File: config.mk
export PLATFORM = sky130hd
export DESIGN_NAME = bounded_queue_fifo_flat
export DESIGN_NICKNAME = d
export VERILOG_FILES = /design/src/rtl/bq_pkg.sv /design/src/rtl/bounded_queue_fifo_if.sv /design/src/rtl/bq_storage.sv /design/src/rtl/bounded_queue_fifo.sv /design/src/flat_wrapper.sv
export SDC_FILE = /design/constraint.sdc
export NUM_CORES = 1
export LEC_CHECK = 0
export CELL_PAD_IN_SITES_DETAIL_PLACEMENT = 1
export CELL_PAD_IN_SITES_GLOBAL_PLACEMENT = 2
export CORE_ASPECT_RATIO = 1.4
export CORE_UTILIZATION = 35
export CTS_BUF_LIST = sky130_fd_sc_hd__clkbuf_8
export DETAILED_ROUTE_END_ITERATION = 16
export HOLD_SLACK_MARGIN = 0.06
export PLACE_DENSITY_LB_ADDON = 0.2
export SLEW_MARGIN = 20
export SYNTH_ARGS = -nofsm -noshare
export SYNTH_HDL_FRONTEND = slang
export SYNTH_SLANG_ARGS = --single-unit
File: constraint.sdc
create_clock -name clk -period 2.38 [get_ports clk]
set_input_delay 0.476 -clock clk [delete_from_list [all_inputs] [get_ports clk]]
set_output_delay 0.476 -clock clk [all_outputs]
set_load 0.1 [all_outputs]
File: src/rtl/bq_pkg.sv
// Shared defaults and the pointer-wrap helper for bounded_queue_fifo.
package bq_pkg;

    localparam int BQ_DATA_W = 8;
    localparam int BQ_DEPTH  = 11;

    // Wrap explicitly at depth-1 so non-power-of-two depths stay in range.
    function automatic logic [31:0] next_ptr(input logic [31:0] ptr, input int unsigned depth);
        return (ptr == 32'(depth - 1)) ? 32'd0 : ptr + 32'd1;
    endfunction

endpackage

File: src/rtl/bounded_queue_fifo_if.sv
// Push/pop handshake bundle for bounded_queue_fifo; master is the producer/consumer side.
interface bounded_queue_fifo_if #(
    parameter int DATA_W = 8,
    parameter int DEPTH  = 11
);
    localparam int CNT_W = $clog2(DEPTH + 1);

    logic              clear;
    logic              push_valid;
    logic              push_ready;
    logic [DATA_W-1:0] push_data;
    logic              pop_valid;
    logic              pop_ready;
    logic [DATA_W-1:0] pop_data;
    logic [CNT_W-1:0]  count;
    logic              full;
    logic              empty;
    logic              overflow;

    modport master (
        output clear, push_valid, push_data, pop_ready,
        input  push_ready, pop_valid, pop_data, count, full, empty, overflow
    );

    modport slave (
        input  clear, push_valid, push_data, pop_ready,
        output push_ready, pop_valid, pop_data, count, full, empty, overflow
    );
endinterface

File: src/rtl/bq_storage.sv
// DEPTH x DATA_W register array: one synchronous write port, one async read port, no reset.
module bq_storage #(
    parameter int DATA_W = 8,
    parameter int DEPTH  = 11,
    parameter int PTR_W  = $clog2(DEPTH)
) (
    input  logic              clk,
    input  logic              wr_en,
    input  logic [PTR_W-1:0]  wr_addr,
    input  logic [DATA_W-1:0] wr_data,
    input  logic [PTR_W-1:0]  rd_addr,
    output logic [DATA_W-1:0] rd_data
);
    logic [DEPTH-1:0][DATA_W-1:0] mem_q, mem_d;

    always_comb begin
        mem_d = mem_q;
        if (wr_en) mem_d[wr_addr] = wr_data;
    end

    always_ff @(posedge clk) begin
        mem_q <= mem_d;
    end

    assign rd_data = mem_q[rd_addr];
endmodule

File: src/rtl/bounded_queue_fifo.sv
// First-word-fall-through bounded queue with occupancy count and sticky overflow.
// Define BQ_DROP_OLDEST_EN to accept pushes when full by discarding the oldest entry.
module bounded_queue_fifo
    import bq_pkg::*;
#(
    parameter int DATA_W = BQ_DATA_W,
    parameter int DEPTH  = BQ_DEPTH,
    parameter int CNT_W  = $clog2(DEPTH + 1),
    parameter int PTR_W  = $clog2(DEPTH)
) (
    input  logic                clk,
    input  logic                rst,
    bounded_queue_fifo_if.slave bus
);
    logic [PTR_W-1:0] wr_ptr_q, wr_ptr_d;
    logic [PTR_W-1:0] rd_ptr_q, rd_ptr_d;
    logic [CNT_W-1:0] count_q, count_d;
    logic             overflow_q, overflow_d;

    logic             full, empty, push_ready, pop_valid;
    logic             push_fire, pop_fire, wr_en;
    logic [PTR_W-1:0] wr_ptr_nxt, rd_ptr_nxt;

    assign full  = (count_q == CNT_W'(DEPTH));
    assign empty = (count_q == '0);

    // Ready depends only on registered occupancy, never on pop_ready.
`ifdef BQ_DROP_OLDEST_EN
    assign push_ready = 1'b1;
`else
    assign push_ready = !full;
`endif
    assign pop_valid = !empty;

    assign push_fire = bus.push_valid & push_ready;
    assign pop_fire  = pop_valid & bus.pop_ready;

    assign wr_ptr_nxt = PTR_W'(next_ptr(32'(wr_ptr_q), DEPTH));
    assign rd_ptr_nxt = PTR_W'(next_ptr(32'(rd_ptr_q), DEPTH));

    always_comb begin
        wr_ptr_d   = wr_ptr_q;
        rd_ptr_d   = rd_ptr_q;
        count_d    = count_q;
        overflow_d = overflow_q;
        wr_en      = 1'b0;
        if (bus.clear) begin
            wr_ptr_d   = '0;
            rd_ptr_d   = '0;
            count_d    = '0;
            overflow_d = 1'b0;
        end else begin
            wr_en = push_fire;
            if (push_fire) wr_ptr_d = wr_ptr_nxt;
            if (pop_fire)  rd_ptr_d = rd_ptr_nxt;
            if (push_fire && !pop_fire) begin
`ifdef BQ_DROP_OLDEST_EN
                // Full with no pop: the write lands on the oldest slot, so skip past it.
                if (full) begin
                    rd_ptr_d   = rd_ptr_nxt;
                    overflow_d = 1'b1;
                end else begin
                    count_d = count_q + CNT_W'(1);
                end
`else
                count_d = count_q + CNT_W'(1);
`endif
            end else if (pop_fire && !push_fire) begin
                count_d = count_q - CNT_W'(1);
            end
            if (bus.push_valid && !push_ready) overflow_d = 1'b1;
        end
    end

    always_ff @(posedge clk or posedge rst) begin
        if (rst) begin
            wr_ptr_q   <= '0;
            rd_ptr_q   <= '0;
            count_q    <= '0;
            overflow_q <= 1'b0;
        end else begin
            wr_ptr_q   <= wr_ptr_d;
            rd_ptr_q   <= rd_ptr_d;
            count_q    <= count_d;
            overflow_q <= overflow_d;
        end
    end

    bq_storage #(
        .DATA_W (DATA_W),
        .DEPTH  (DEPTH),
        .PTR_W  (PTR_W)
    ) u_storage (
        .clk     (clk),
        .wr_en   (wr_en),
        .wr_addr (wr_ptr_q),
        .wr_data (bus.push_data),
        .rd_addr (rd_ptr_q),
        .rd_data (bus.pop_data)
    );

    assign bus.push_ready = push_ready;
    assign bus.pop_valid  = pop_valid;
    assign bus.count      = count_q;
    assign bus.full       = full;
    assign bus.empty      = empty;
    assign bus.overflow   = overflow_q;
endmodule

File: src/flat_wrapper.sv
// flat-port wrapper written by rule: the top's interface ports become plain ports
module bounded_queue_fifo_flat import bq_pkg::*;
#(
    parameter int DATA_W = BQ_DATA_W,
    parameter int DEPTH  = BQ_DEPTH,
    parameter int CNT_W  = $clog2(DEPTH + 1),
    parameter int PTR_W  = $clog2(DEPTH)
)
  (clk, rst, bus_clear, bus_push_valid, bus_push_data, bus_pop_ready, bus_push_ready, bus_pop_valid, bus_pop_data, bus_count, bus_full, bus_empty, bus_overflow);
  bounded_queue_fifo_if #(.DATA_W(DATA_W), .DEPTH(DEPTH)) bus_i ();
  input  logic clk;
  input  logic rst;
  input wire logic [$bits(bus_i.clear)-1:0] bus_clear;
  input wire logic [$bits(bus_i.push_valid)-1:0] bus_push_valid;
  input wire logic [$bits(bus_i.push_data)-1:0] bus_push_data;
  input wire logic [$bits(bus_i.pop_ready)-1:0] bus_pop_ready;
  output wire logic [$bits(bus_i.push_ready)-1:0] bus_push_ready;
  output wire logic [$bits(bus_i.pop_valid)-1:0] bus_pop_valid;
  output wire logic [$bits(bus_i.pop_data)-1:0] bus_pop_data;
  output wire logic [$bits(bus_i.count)-1:0] bus_count;
  output wire logic [$bits(bus_i.full)-1:0] bus_full;
  output wire logic [$bits(bus_i.empty)-1:0] bus_empty;
  output wire logic [$bits(bus_i.overflow)-1:0] bus_overflow;
  assign bus_i.clear = bus_clear;
  assign bus_i.push_valid = bus_push_valid;
  assign bus_i.push_data = bus_push_data;
  assign bus_i.pop_ready = bus_pop_ready;
  assign bus_push_ready = bus_i.push_ready;
  assign bus_pop_valid = bus_i.pop_valid;
  assign bus_pop_data = bus_i.pop_data;
  assign bus_count = bus_i.count;
  assign bus_full = bus_i.full;
  assign bus_empty = bus_i.empty;
  assign bus_overflow = bus_i.overflow;
  bounded_queue_fifo #(.DATA_W(DATA_W), .DEPTH(DEPTH), .CNT_W(CNT_W), .PTR_W(PTR_W)) u_core (.clk(clk), .rst(rst), .bus(bus_i));
endmodule
# Yosys cells after proc, flatten, opt, wreduce, memory -nomap -nowiden
# Index checks and enable logic that the tools add are counted.
# word_totals
register_bits,101
inputBits,13
output_inout_bits,17
elab_cells,57
# op_classes
addsub,4
order_cmp,3
eq_ne,3
muxes,17
n_bitwise,2
n_reduce_logical,13
# ops
op,count
88-bit bitwise mux,1
4-bit two-way mux,9
8-bit binary-select mux with 4-bit select,1
8-bit demux with 4-bit select,1
8-bit two-way mux,2
4-bit by 1-bit adder with 4-bit output (second input constant),3
4-bit == test (second input constant),3
4-bit by 5-bit less-than comparator with 1-bit output (second input constant),2
2-bit nonzero test,3
4-bit by 1-bit >= comparator with 1-bit output (second input constant),1
1-bit logical AND,4
1-bit zero test,4
4-bit zero test,1
4-bit by 1-bit subtractor with 4-bit output (second input constant),1
1-bit two-way mux,3
3-bit nonzero test,1
1-bit bitwise AND,2

# Longest topological paths before layout
# Gate-level depths: netlist of the first run.
# depth
ltp_word,8
mapped_depth,9
mapped_depth_nobuf,8

# By module
# From an unflattened synthesis of the first run, not the netlist that was laid out.
# unflattened
hier_cells,292
area_unflattened_um2,4551.9
# modules_own_cells
module,instances,cells_each,area_per_inst_um2,seq_area_each_um2
bq_storage,1,185,3535.9,2642.5
bounded_queue_fifo,1,107,1016.0,325.3

# Worst setup path after synthesis of the first run
# Ideal clock, no wire load.
# synth_path
path_kind,register -> register
start,"reg u_core.count_q[1], in the netlist u_core.bus.count[1]"
end,reg u_core.wr_ptr_q[3]
setup_time_ns,0.131
arrival_ns,3.991
required_time_ns,2.249
slack_ns,-1.742
stages_incl_launch_ff,8
path_buffers,1
period_less_slack_ns,4.122
path_cell_list,dfrtp_1 -> buf_2 -> nand4b_1 -> inv_2 -> nor3_1 -> nand3_1 -> nor2_1 -> or3_1
# synth_between
elab_chain_cells,4
# synth_lines
item,line_no,source
from (decl),bounded_queue_fifo.sv:17,"logic [CNT_W-1:0] count_q, count_d;"
from (signal assigned),bounded_queue_fifo.sv:84,count_q <= count_d;
4-bit == test,bounded_queue_fifo.sv:24,assign full = (count_q == CNT_W'(DEPTH));
1-bit zero test,bounded_queue_fifo.sv:31,assign push_ready = !full;
via bus_push_ready,flat_wrapper.sv:17,output wire logic [$bits(bus_i.push_ready)-1:0] bus_push_ready;
1-bit bitwise AND,bounded_queue_fifo.sv:35,assign push_fire = bus.push_valid & push_ready;
2-bit nonzero test (no line),n/a,
to (signal assigned),bounded_queue_fifo.sv:82,wr_ptr_q <= wr_ptr_d;
to (decl),bounded_queue_fifo.sv:15,"logic [PTR_W-1:0] wr_ptr_q, wr_ptr_d;"
# The timed path passes the listed nets, and every way through them passes these cells.
# A chain may end at the register's enable or synchronous reset.

# Final worst setup path of the first run
# layout_path
start,reg u_core.rd_ptr_q[0]
end,out bus_pop_data[5]
# layout_between
elab_chain_cells,2
# layout_lines
item,line_no,source
from (decl),bounded_queue_fifo.sv:16,"logic [PTR_W-1:0] rd_ptr_q, rd_ptr_d;"
from (signal assigned),bounded_queue_fifo.sv:83,rd_ptr_q <= rd_ptr_d;
8-bit binary-select mux with 4-bit select,bq_storage.sv:25,assign rd_data = mem_q[rd_addr];
8-bit two-way mux (not written as such),bq_storage.sv:25,
to (decl),flat_wrapper.sv:19,output wire logic [$bits(bus_i.pop_data)-1:0] bus_pop_data;
# No other way between the ends. The select of a mux whose other input is x is not followed.

==> impl_metrics.env, run 1 <==
export IMPL_tritoncts="done"
export IMPL_synth_fa_ha_area_frac=0.0161
export IMPL_wire_per_inst_microns=20.3
export IMPL_max_freq_mhz=402
export IMPL_synth_cells=288
export IMPL_synth_warning_count=0
export IMPL_crit_fanout=6
export IMPL_drt_initial_drc_count=66
export IMPL_tightest_slew_ns=0.582
export IMPL_ys_flop_type="edfxtp_1"
export IMPL_fp_row_count=47
export IMPL_outcome="finished, violations left"
export IMPL_cts_clk_slew_worst_paths_ns=0.10
export IMPL_slew_headroom=0.611
export IMPL_synth_compound_area_frac=0.0718
export IMPL_dpl_hpwl_mm=7.01
export IMPL_synth_top_area_cell="edfxtp_1"
export IMPL_cts_hold_buffers=0
export IMPL_synth_xor_area_frac=0.00605
export IMPL_grt_ovfl_total=0
export IMPL_htree_num_levels=3
export IMPL_slew_viol_final=0
export IMPL_synth_common_cells="edfxtp_1 (88), nor2_1 (19), inv_1 (18), nand2_1 (18), mux4_2 (16)"
export IMPL_synth_most_common_cell="edfxtp_1"
export IMPL_diodes=0
export IMPL_fin_crit_ns=2.49
export IMPL_routed_via_density=5.22
export IMPL_violations="setup timing"
export IMPL_fin_crit_sh=1.05
export IMPL_synth_area_mux_share=0.106
export IMPL_die_h_microns=134
export IMPL_cts_buffers_inserted=9
export IMPL_remaining_drc_errors=0
export IMPL_final_cell_area_sq_mm=0.00572
export IMPL_synth_edff_count=88
export IMPL_final_net_count=358
export IMPL_worst_ep_required_time_ns=1.90
export IMPL_ios=30
export IMPL_synth_top_family_by_area="multiplexers"
export IMPL_insertion_delay_ns=0.36
export IMPL_cp_slowest_cell="mux4_2"
export IMPL_syn_nets=306
export IMPL_hold_viol_final=0
export IMPL_cts_sinks=101
export IMPL_max_stage_delay_ns=0.49
export IMPL_power_density_mw_per_mm2=1020
export IMPL_synth_simple_gate_area_frac=0.0752
export IMPL_vdd_drop_max_uv=1950
export IMPL_ys_seq_area_frac=0.684
export IMPL_post_dp_cell_area_sq_mm=0.00544
export IMPL_hold_class="primary input to asynchronous set/reset pin"
export IMPL_wl_mm=9.99
export IMPL_final_cell_count_no_fill=492
export IMPL_coreArea_sq_mm=0.0119
export IMPL_fin_skew_ns=0.00995
export IMPL_drive_gt1_frac=0.397
export IMPL_vias=2569
export IMPL_synth_top_area_frac=0.609
export IMPL_max_cap_violations=0
export IMPL_critPathBufInv=3
export IMPL_criticalPathCategory="register to primary output"
export IMPL_cts_root_buf="clkbuf_8"
export IMPL_area_growth_pct=31.8
export IMPL_grt_pass1_vias=2917
export IMPL_synth_async_reset_ratio=0.129
export IMPL_p_leak_uw=0.00190
export IMPL_finalSetupViolCount=7
export IMPL_die_w_microns=96.1
export IMPL_initial_core_util=0.364
export IMPL_grt_max_degree=19
export IMPL_track_usage=0.178
export IMPL_dp_cells=476
export IMPL_crit_top_cell="buf_12"
export IMPL_cp_data_arrival_time_ns=2.01
export IMPL_cts_buffer_depth=2
export IMPL_path_cells="buf_12 > mux4_2 > o21ai_1 > buf_4 > o22ai_4 > buf_12"
export IMPL_antenna_found_initial=0
export IMPL_cp_end_kind="primary output"
export IMPL_postSynthAreaPerCell_sq_um=15.1
export IMPL_ys_ff_latch=101
export IMPL_timing_final_ws_setup_ns=-0.110
export IMPL_crit_family="multiplexers"
export IMPL_synthTopCellsByArea="edfxtp_1 (61%), mux4_2 (8.3%), dfrtp_1 (7.5%)"
export IMPL_dieArea_sq_mm=0.0129
export IMPL_grt_pass1_wl_mm=16.2
export IMPL_rsz0062_at_grt="true"
export IMPL_port_buffers=29
export IMPL_routabilityCongestion=0.714
export IMPL_dr_pass1_iters=4
export IMPL_final_antenna_net_count=0
export IMPL_ys_types=44
export IMPL_syn_area_sq_mm=0.00434
export IMPL_cp_start_kind="register"
export IMPL_fillers=1173
final timing paths:
check,startpoint,endpoint,slack [ns],depth (start not counted)
min in group clk,u_core.bus.overflow,u_core.bus.overflow,0.53,2
max,u_core.rd_ptr_q[0],bus_pop_data[5],-0.11,6
min reg2reg,u_core.bus.overflow,u_core.bus.overflow,0.53,2
max reg2reg,u_core.bus.count[2],u_core.bus.count[3],0.17,8
max in group asynchronous,rst,u_core.bus.count[3],1.47,2
min,rst,u_core.wr_ptr_q[0],0.46,2
flip-flops by register name, indices dropped and copies added, names as in the netlist:
register	cells
u_core.bus.count	4
u_core.bus.overflow	1
u_core.rd_ptr_q	4
u_core.wr_ptr_q	4
u_core.u_storage.mem_q	88
stage by stage:
step / worst slack (ns) / power (uW) / utilization / TNS, ns / hold slack, ns
floorplan: -0.886 / 3860 / - / -65.18 / 0.353
global placement: 0.0737 / 4630 / 0.455 / 0 / 0.509
detailed placement: -0.0136 / 4660 / 0.455 / -0.0136 / 0.518
CTS: -0.193 / 6000 / 0.483 / -1.27 / 0.490
global route: -0.184 / 6100 / 0.479 / -1.09 / 0.527
finish: -0.110 / 5840 / 0.479 / -0.396 / 0.464
per-layer routing:
layer	global-route usage	wire (microns)	vias up
met5	0	0	-
met4	0.0572	126	0
met3	0.0245	176	8
met2	0.348	5950	34
met1	0.188	3740	1332
li1	-	-	1195
placed cells by master (no fill, tap or decap), types with 3 or more instances in the layout:
cell and n:
nand2_2 3, nor2_4 8, nor2_1 11, a21oi_1 7, o22ai_4 8, nand2b_1 3, buf_12 20, ha_1 4
inv_1 10, o21ai_0 3, nor3_4 5, buf_4 24, dfrtp_4 4, clkbuf_8 9, nand3_1 3, a21oi_2 3
mux2i_1 10, nand2_1 15, o211ai_1 8, nor3_1 4, edfxtp_1 88, clkdlybuf4s50_1 12, mux4_2 16, inv_2 7
dfrtp_1 7, o21ai_2 6, buf_6 4
cells by family after synthesis:
| logic type | after synthesis |
|---|---|
| adders and majority gates | 5 |
| muxes | 26 |
| xor gates and xnor gates | 3 |
| and+or+nand+nor | 67 |
| buffers and inverters | 38 |
| DFF | 101 |
| AOI/OAI and AO/OA | 48 |
report_power, final:
part | total, uW | internal [uW] | switching, uW
sequential | 2100 | 2000 | 102
clock | 1160 | 587 | 569
combinational | 2580 | 1030 | 1550
timing repair:
item                       CTS  global route
gates cloned                 2             0
resized for setup           28             6
pin swaps                    2             6
setup endpoints to repair    9             8
buffers inserted             4             1
layout make-up:
type,count,area [sq um],share of cell area
Multi-Input combinational cell,149,1500,0.263
Inverter,19,88.8,0.0155
Tap cell,147,184,0.0322
Clock buffer,9,124,0.0217
Clock inverter,7,88.8,0.0155
Sequential cell,101,2990,0.522
Timing Repair Buffer,60,746,0.130
Power figures use the tool's default switching activity.
==> run 2: changes to the inputs <==
--- a/config.mk
+++ b/config.mk
@@ -5,6 +5,7 @@
 export SDC_FILE = /design/constraint.sdc
 export NUM_CORES = 1
 export LEC_CHECK = 0
+export ABC_AREA = 1
 export CELL_PAD_IN_SITES_DETAIL_PLACEMENT = 1
 export CELL_PAD_IN_SITES_GLOBAL_PLACEMENT = 2
 export CORE_ASPECT_RATIO = 1.4
@@ -12,6 +13,7 @@
 export CTS_BUF_LIST = sky130_fd_sc_hd__clkbuf_8
 export DETAILED_ROUTE_END_ITERATION = 16
 export HOLD_SLACK_MARGIN = 0.06
+export MAX_ROUTING_LAYER = met4
 export PLACE_DENSITY_LB_ADDON = 0.2
 export SLEW_MARGIN = 20
 export SYNTH_ARGS = -nofsm -noshare
==> impl_metrics.env, run 2 <==
export IMPL_critPathBufInv=2
export IMPL_max_freq_mhz=427
export IMPL_wire_per_inst_microns=18.5
export IMPL_remaining_drc_errors=0
export IMPL_met3_usage=0.0310
export IMPL_antenna_found_initial=0
export IMPL_cts_clk_slew_worst_paths_ns=0.10
export IMPL_synth_simple_gate_area_frac=0.175
export IMPL_fin_util=0.450
export IMPL_wl_mm=10.8
export IMPL_criticalPathCategory="register to primary output"
export IMPL_fin_crit_sh=0.983
export IMPL_cp_data_arrival_time_ns=1.86
export IMPL_finalSetupViolCount=0
export IMPL_synth_warning_count=0
export IMPL_multi_input_area_sq_mm=0.00123
export IMPL_diodes=0
export IMPL_postSynthAreaPerCell_sq_um=11.6
export IMPL_p_sw_uw=2480
export IMPL_cp_start_kind="register"
export IMPL_dpl_hpwl_mm=7.97
export IMPL_clkPwrFrac=0.196
export IMPL_synth_xor_area_frac=0.00204
export IMPL_coreArea_sq_mm=0.0119
export IMPL_synth_cells=370
export IMPL_routabilityCongestion=0.760
export IMPL_insertion_delay_ns=0.36
export IMPL_final_net_count=449
export IMPL_initial_core_util=0.361
export IMPL_final_antenna_net_count=0
export IMPL_grtUsageMet1=0.199
export IMPL_grt_busiest_layer="met2"
export IMPL_ios=30
export IMPL_layout_common_cells="edfxtp_1 (88), nor2_1 (60), nand2_1 (58)"
export IMPL_cp_end_kind="primary output"
export IMPL_synth_fa_ha_area_frac=0.0163
export IMPL_port_buffers=29
export IMPL_hold_class="primary input to asynchronous set/reset pin"
export IMPL_vias=2940
export IMPL_grt_pass1_wl_mm=16.9
export IMPL_cts_root_buf="clkbuf_8"
export IMPL_rsz0062_at_grt="true"
export IMPL_final_cell_area_sq_mm=0.00535
export IMPL_final_common_cell="edfxtp_1"
export IMPL_pwr_share_seq=0.361
export IMPL_fp_row_count=47
export IMPL_post_dp_cell_area_sq_mm=0.00500
export IMPL_cts_sinks=101
export IMPL_outcome="finished, final reports clean"
export IMPL_grt_pass1_vias=3184
export IMPL_timing_final_ws_setup_ns=0.0405
export IMPL_ys_seq_area_frac=0.692
export IMPL_slew_headroom=0.628
export IMPL_syn_area_sq_mm=0.00429
export IMPL_p_comb_frac=0.443
export IMPL_synth_top_area_cell="edfxtp_1"
export IMPL_grt_ovfl_total=0
export IMPL_dieArea_sq_mm=0.0127
export IMPL_tightest_slew_ns=0.558
export IMPL_synth_top_area_frac=0.616
export IMPL_synth_compound_area_frac=0.0761
export IMPL_worst_ep_required_time_ns=1.90
export IMPL_die_h_microns=133
export IMPL_area_growth_pct=24.6
export IMPL_routed_via_density=5.04
export IMPL_synth_most_common_cell="edfxtp_1"
export IMPL_synthTopCellsByArea="edfxtp_1 (62%), dfrtp_1 (7.6%), nor2_1 (5.2%)"
export IMPL_max_cap_violations=0
export IMPL_dr_pass1_iters=4
export IMPL_syn_nets=388
export IMPL_synth_async_reset_ratio=0.129
export IMPL_track_usage=0.190
export IMPL_largest_register_ffs=88
export IMPL_cts_hold_buffers=0
export IMPL_synth_edff_count=88
export IMPL_drt_initial_drc_count=135
export IMPL_place_ws_ns=0.147
export IMPL_die_w_microns=95.6
export IMPL_fin_skew_ns=0.0146
export IMPL_max_stage_delay_ns=0.49
export IMPL_regMostFlops="u_core.u_storage.mem_q"
export IMPL_ys_flop_type="edfxtp_1"
export IMPL_power_uw=5960
export IMPL_power_density_mw_per_mm2=1120
export IMPL_cts_buffer_depth=2
export IMPL_slew_viol_final=0
export IMPL_synth_common_cells="edfxtp_1 (88), nor2_1 (60), nand2_1 (58), o21ai_0 (28), inv_1 (20)"
export IMPL_synth_area_mux_share=0
export IMPL_tritoncts="done"
export IMPL_htree_num_levels=3
export IMPL_synth_top_family_by_area="simple AND/OR/NAND/NOR gates"
export IMPL_hold_viol_final=0
export IMPL_crit_family="compound AO/OA/AOI/OAI gates"
export IMPL_gr_usage_met2=0.349
export IMPL_cp_slowest_cell="dfrtp_2"
export IMPL_fin_hold_ws_ns=0.462
export IMPL_ys_types=29
export IMPL_cts_buffers_inserted=9
export IMPL_switching_share=0.415
export IMPL_grt_max_degree=18
export IMPL_path_cells="buf_4 > o21ai_0 > a2bb2oi_1 > o21ai_2 > buf_12"
export IMPL_final_seq_area_sq_mm=0.00298
export IMPL_ys_ff_latch=101
export IMPL_fin_crit_ns=2.34
export IMPL_power_internal_uw=3490
export IMPL_drive_gt1_frac=0.232
export IMPL_fillers=1281
export IMPL_vdd_drop_max_uv=889
export IMPL_crit_fanout=8
export IMPL_p_leak_uw=0.00197
-- run 2: changes by cell type after synthesis, moves of 8 or more --
cell,previous run,this run
o211ai_1,8,0
mux2i_1,10,0
a2bb2oi_1,0,8
nand2_1,18,58
o21ai_1,0,12
mux4_2,16,0
nor2_1,19,60
o21ai_0,11,28
nand3_1,5,16
nand4_1,1,17
-- run 2: power groups by stage --
| stage | registers, uW | clock network (uW) | logic (uW) |
|---|---|---|---|
| finish | 2150 | 1170 | 2640 |
| global route | 2170 | 1270 | 2810 |
| CTS | 2150 | 1200 | 2640 |
| detailed placement | 2190 | 0 | 2580 |
| global placement | 2180 | 0 | 2550 |
| floorplan | 2360 | 0 | 1550 |
-- run 2: repair_timing --
item,in CTS,in global routing
pin swaps,1,3
cloned,1,1
buffers inserted,4,4
endpoints found under the setup margin,8,8
resized for setup,9,14
-- run 2: area by class of cell --
class | count | share of cell area
flip-flops and latches | 101 | 0.558
multi-input cells | 232 | 0.230
repair buffers | 60 | 0.117
well taps | 147 | 0.0344
clock buffers | 9 | 0.0232
inverters | 27 | 0.0201
clock inverters | 7 | 0.0169
-- run 2: per-stage QoR --
stage,instances,TNS (ns)
floorplan,370,-0.416
global placement,557,0
detailed placement,557,0
CTS,578,0
global route,583,-0.224
finish,583,0
-- run 2: worst paths after layout --
check	startpoint	cells past startpoint	slack (ns)	to
setup reg to reg	u_core.bus.count[2]	13	0.50	u_core.bus.count[3]
setup / recovery	u_core.rd_ptr_q[0]	5	0.04	bus_pop_data[7]
hold reg to reg	u_core.bus.overflow	1	0.50	u_core.bus.overflow
min in group clk	u_core.bus.overflow	1	0.50	u_core.bus.overflow
hold / removal	rst	2	0.46	u_core.bus.count[0]
max in group asynchronous	rst	2	1.51	u_core.bus.count[3]
-- run 2: logic make-up after synthesis --
group | after synthesis
buffers and inverters | 38
adders and majority gates | 5
DFF | 101
xor gates and xnor gates | 1
and+or+nand+nor | 168
AOI/OAI and AO/OA | 57
-- run 2: routing by layer --
metal  vias to the layer above  wire length (microns)
li1                       1423                      -
met1                      1467                   4170
met2                        38                   6220
met3                        12                    202
met4                         0                    215
met5                         -                      0
-- run 2: worst reg2reg max path, stage by stage (launching register included) --
cell and delay, ns:
dfrtp_4 0.52, inv_2 0.06, nand2_2 0.05, nor2_4 0.21, nor2_4 0.08, nand2_4 0.11, ha_1 0.23, a21o_1 0.17
nand2_1 0.05, nand2_1 0.06, inv_1 0.05, nand3_1 0.06, nand3_1 0.08, nand2_1 0.05
==> run 3: changes to the inputs <==
--- a/config.mk
+++ b/config.mk
@@ -12,9 +12,11 @@
 export CORE_UTILIZATION = 35
 export CTS_BUF_LIST = sky130_fd_sc_hd__clkbuf_8
 export DETAILED_ROUTE_END_ITERATION = 16
+export DONT_BUFFER_PORTS = 1
 export HOLD_SLACK_MARGIN = 0.06
 export MAX_ROUTING_LAYER = met4
 export PLACE_DENSITY_LB_ADDON = 0.2
+export REMOVE_ABC_BUFFERS = 1
 export SLEW_MARGIN = 20
 export SYNTH_ARGS = -nofsm -noshare
 export SYNTH_HDL_FRONTEND = slang
==> impl_metrics.env, run 3 (synthesis results as in run 2) <==
export IMPL_fin_skew_ns=0.0116
export IMPL_vdd_drop_max_uv=1060
export IMPL_slew_viol_final=0
export IMPL_finalSetupViolCount=0
export IMPL_dr_pass1_iters=4
export IMPL_cts_sinks=101
export IMPL_routed_via_density=5.16
export IMPL_cts_buffers_inserted=9
export IMPL_max_cap_violations=0
export IMPL_rsz0062_at_grt="true"
export IMPL_cts_buffer_depth=2
export IMPL_grt_max_degree=22
export IMPL_die_w_microns=95.6
export IMPL_final_cell_area_sq_mm=0.00523
export IMPL_cts_clk_slew_worst_paths_ns=0.09
export IMPL_track_usage=0.201
export IMPL_power_internal_uw=3370
export IMPL_p_leak_uw=0.00191
export IMPL_fin_crit_ns=2.29
export IMPL_layout_common_cells="edfxtp_1 (88), nand2_1 (58), nor2_1 (58)"
export IMPL_dieArea_sq_mm=0.0127
export IMPL_criticalPathCategory="register to primary output"
export IMPL_port_buffers=0
export IMPL_outcome="finished, final reports clean"
export IMPL_cp_start_kind="register"
export IMPL_cts_root_buf="clkbuf_8"
export IMPL_clkPwrFrac=0.182
export IMPL_cp_data_arrival_time_ns=1.81
export IMPL_power_density_mw_per_mm2=1120
export IMPL_final_common_cell="edfxtp_1"
export IMPL_final_seq_area_sq_mm=0.00297
export IMPL_crit_fanout=7
export IMPL_remaining_drc_errors=0
export IMPL_area_growth_pct=21.8
export IMPL_drt_initial_drc_count=175
export IMPL_final_net_count=432
export IMPL_wire_per_inst_microns=20.4
export IMPL_grt_pass1_wl_mm=17.5
export IMPL_largest_register_ffs=88
export IMPL_dpl_hpwl_mm=7.75
export IMPL_max_freq_mhz=437
export IMPL_diodes=0
export IMPL_rrSetupSlack_ns=0.46
export IMPL_r2r_end="u_core.bus.count[3]"
export IMPL_r2r_start="u_core.bus.count[2]"
export IMPL_fillers=1275
export IMPL_fin_crit_sh=0.961
export IMPL_multi_input_area_sq_mm=0.00121
export IMPL_regMostFlops="u_core.u_storage.mem_q"
export IMPL_fp_row_count=47
export IMPL_routabilityCongestion=0.775
export IMPL_drive_gt1_frac=0.220
export IMPL_p_comb_frac=0.454
export IMPL_p_sw_uw=2460
export IMPL_initial_core_util=0.361
export IMPL_hold_viol_final=0
export IMPL_wl_mm=11.6
export IMPL_vias=2920
export IMPL_r2r_cells=13
export IMPL_insertion_delay_ns=0.37
export IMPL_tritoncts="done"
export IMPL_worst_ep_required_time_ns=1.90
export IMPL_pwr_share_seq=0.364
export IMPL_grt_ovfl_total=0
export IMPL_tightest_slew_ns=0.592
export IMPL_switching_share=0.422
export IMPL_ios=30
export IMPL_power_uw=5830
export IMPL_cts_hold_buffers=0
export IMPL_final_antenna_net_count=0
export IMPL_cp_end_kind="primary output"
export IMPL_antenna_found_initial=0
export IMPL_die_h_microns=133
export IMPL_slew_headroom=0.605
export IMPL_post_dp_cell_area_sq_mm=0.00488
export IMPL_coreArea_sq_mm=0.0119
export IMPL_hold_class="primary input to asynchronous set/reset pin"
export IMPL_grt_pass1_vias=3072
export IMPL_htree_num_levels=3
run 3: changes by cell type in the layout (fill, tap and decap cells not counted), sizes merged:
cell | before | now
bufinv | 2 | 1
buf | 48 | 42
clkinvlp | 1 | 2
clkdlybuf4s50 | 12 | 0
nor2 | 64 | 63
clkbuf | 9 | 11
run 3: power groups by stage:
stage	combinational, uW	sequential (uW)	clock (uW)
final	2650	2120	1060
after global routing	2820	2140	1130
after CTS	2570	2120	1090
after detailed placement	2560	2150	0
after global placement	2530	2150	0
after floorplan	1410	2380	0
run 3: worst max-delay path by stage:
stage,start,to,slack [ns]
after CTS,u_core.rd_ptr_q[1],bus_pop_data[3],0.02
after global routing,u_core.rd_ptr_q[0],bus_pop_data[6],-0.02
after detailed placement,u_core.rd_ptr_q[0],bus_pop_data[6],0.38
final,u_core.rd_ptr_q[1],bus_pop_data[3],0.09
after floorplan,u_core.rd_ptr_q[1],bus_pop_data[1],-1.40
after global placement,u_core.rd_ptr_q[0],bus_pop_data[6],0.38
run 3: metrics by stage:
| stage | TNS (ns) | hold slack, ns | utilization | worst slack (ns) | cells |
|---|---|---|---|---|---|
| finish | 0 | 0.0559 | 0.440 | 0.0939 | 566 |
| global route | -0.0219 | 0.0884 | 0.440 | -0.0219 | 566 |
| CTS | 0 | 0.0648 | 0.427 | 0.0222 | 561 |
| detailed placement | 0 | 0.469 | 0.411 | 0.379 | 545 |
| global placement | 0 | 0.466 | 0.411 | 0.379 | 545 |
| floorplan | -30.03 | 0.353 | - | -1.40 | 359 |
run 3: repair_timing:
item	in CTS	in global routing
cloned	0	3
gates resized for setup	2	18
buffers inserted	0	2
endpoints found under the setup margin	5	8
pin swaps	0	2
endpoints found under the hold margin	0	0
run 3: per-layer routing:
| metal | vias to the layer above | GRT usage | part of all wire |
|---|---|---|---|
| met5 | - | - | 0 |
| met1 | 1465 | 0.236 | 0.41 |
| met4 | 0 | 0.0622 | 0.019 |
| met3 | 15 | 0.0362 | 0.030 |
| met2 | 52 | 0.345 | 0.54 |
| li1 | 1388 | - | - |
run 3: final cells by class:
cell class	count	share of cell area
clock inverter	7	0.0127
inverter	27	0.0220
multi-input combinational	231	0.231
clock buffer	9	0.0237
sequential	101	0.568
tap	147	0.0352
timing repair buffer	44	0.107
run 3: worst max-delay path: stages, from the launching register on:
cell and delay [ns]:
dfrtp_2 0.43, inv_4 0.08, nor2_4 0.12, buf_12 0.14, clkbuf_16 0.15, nand2_1 0.05
nand4_1 0.08, nand3_1 0.09, o21ai_2 0.10, buf_12 0.20
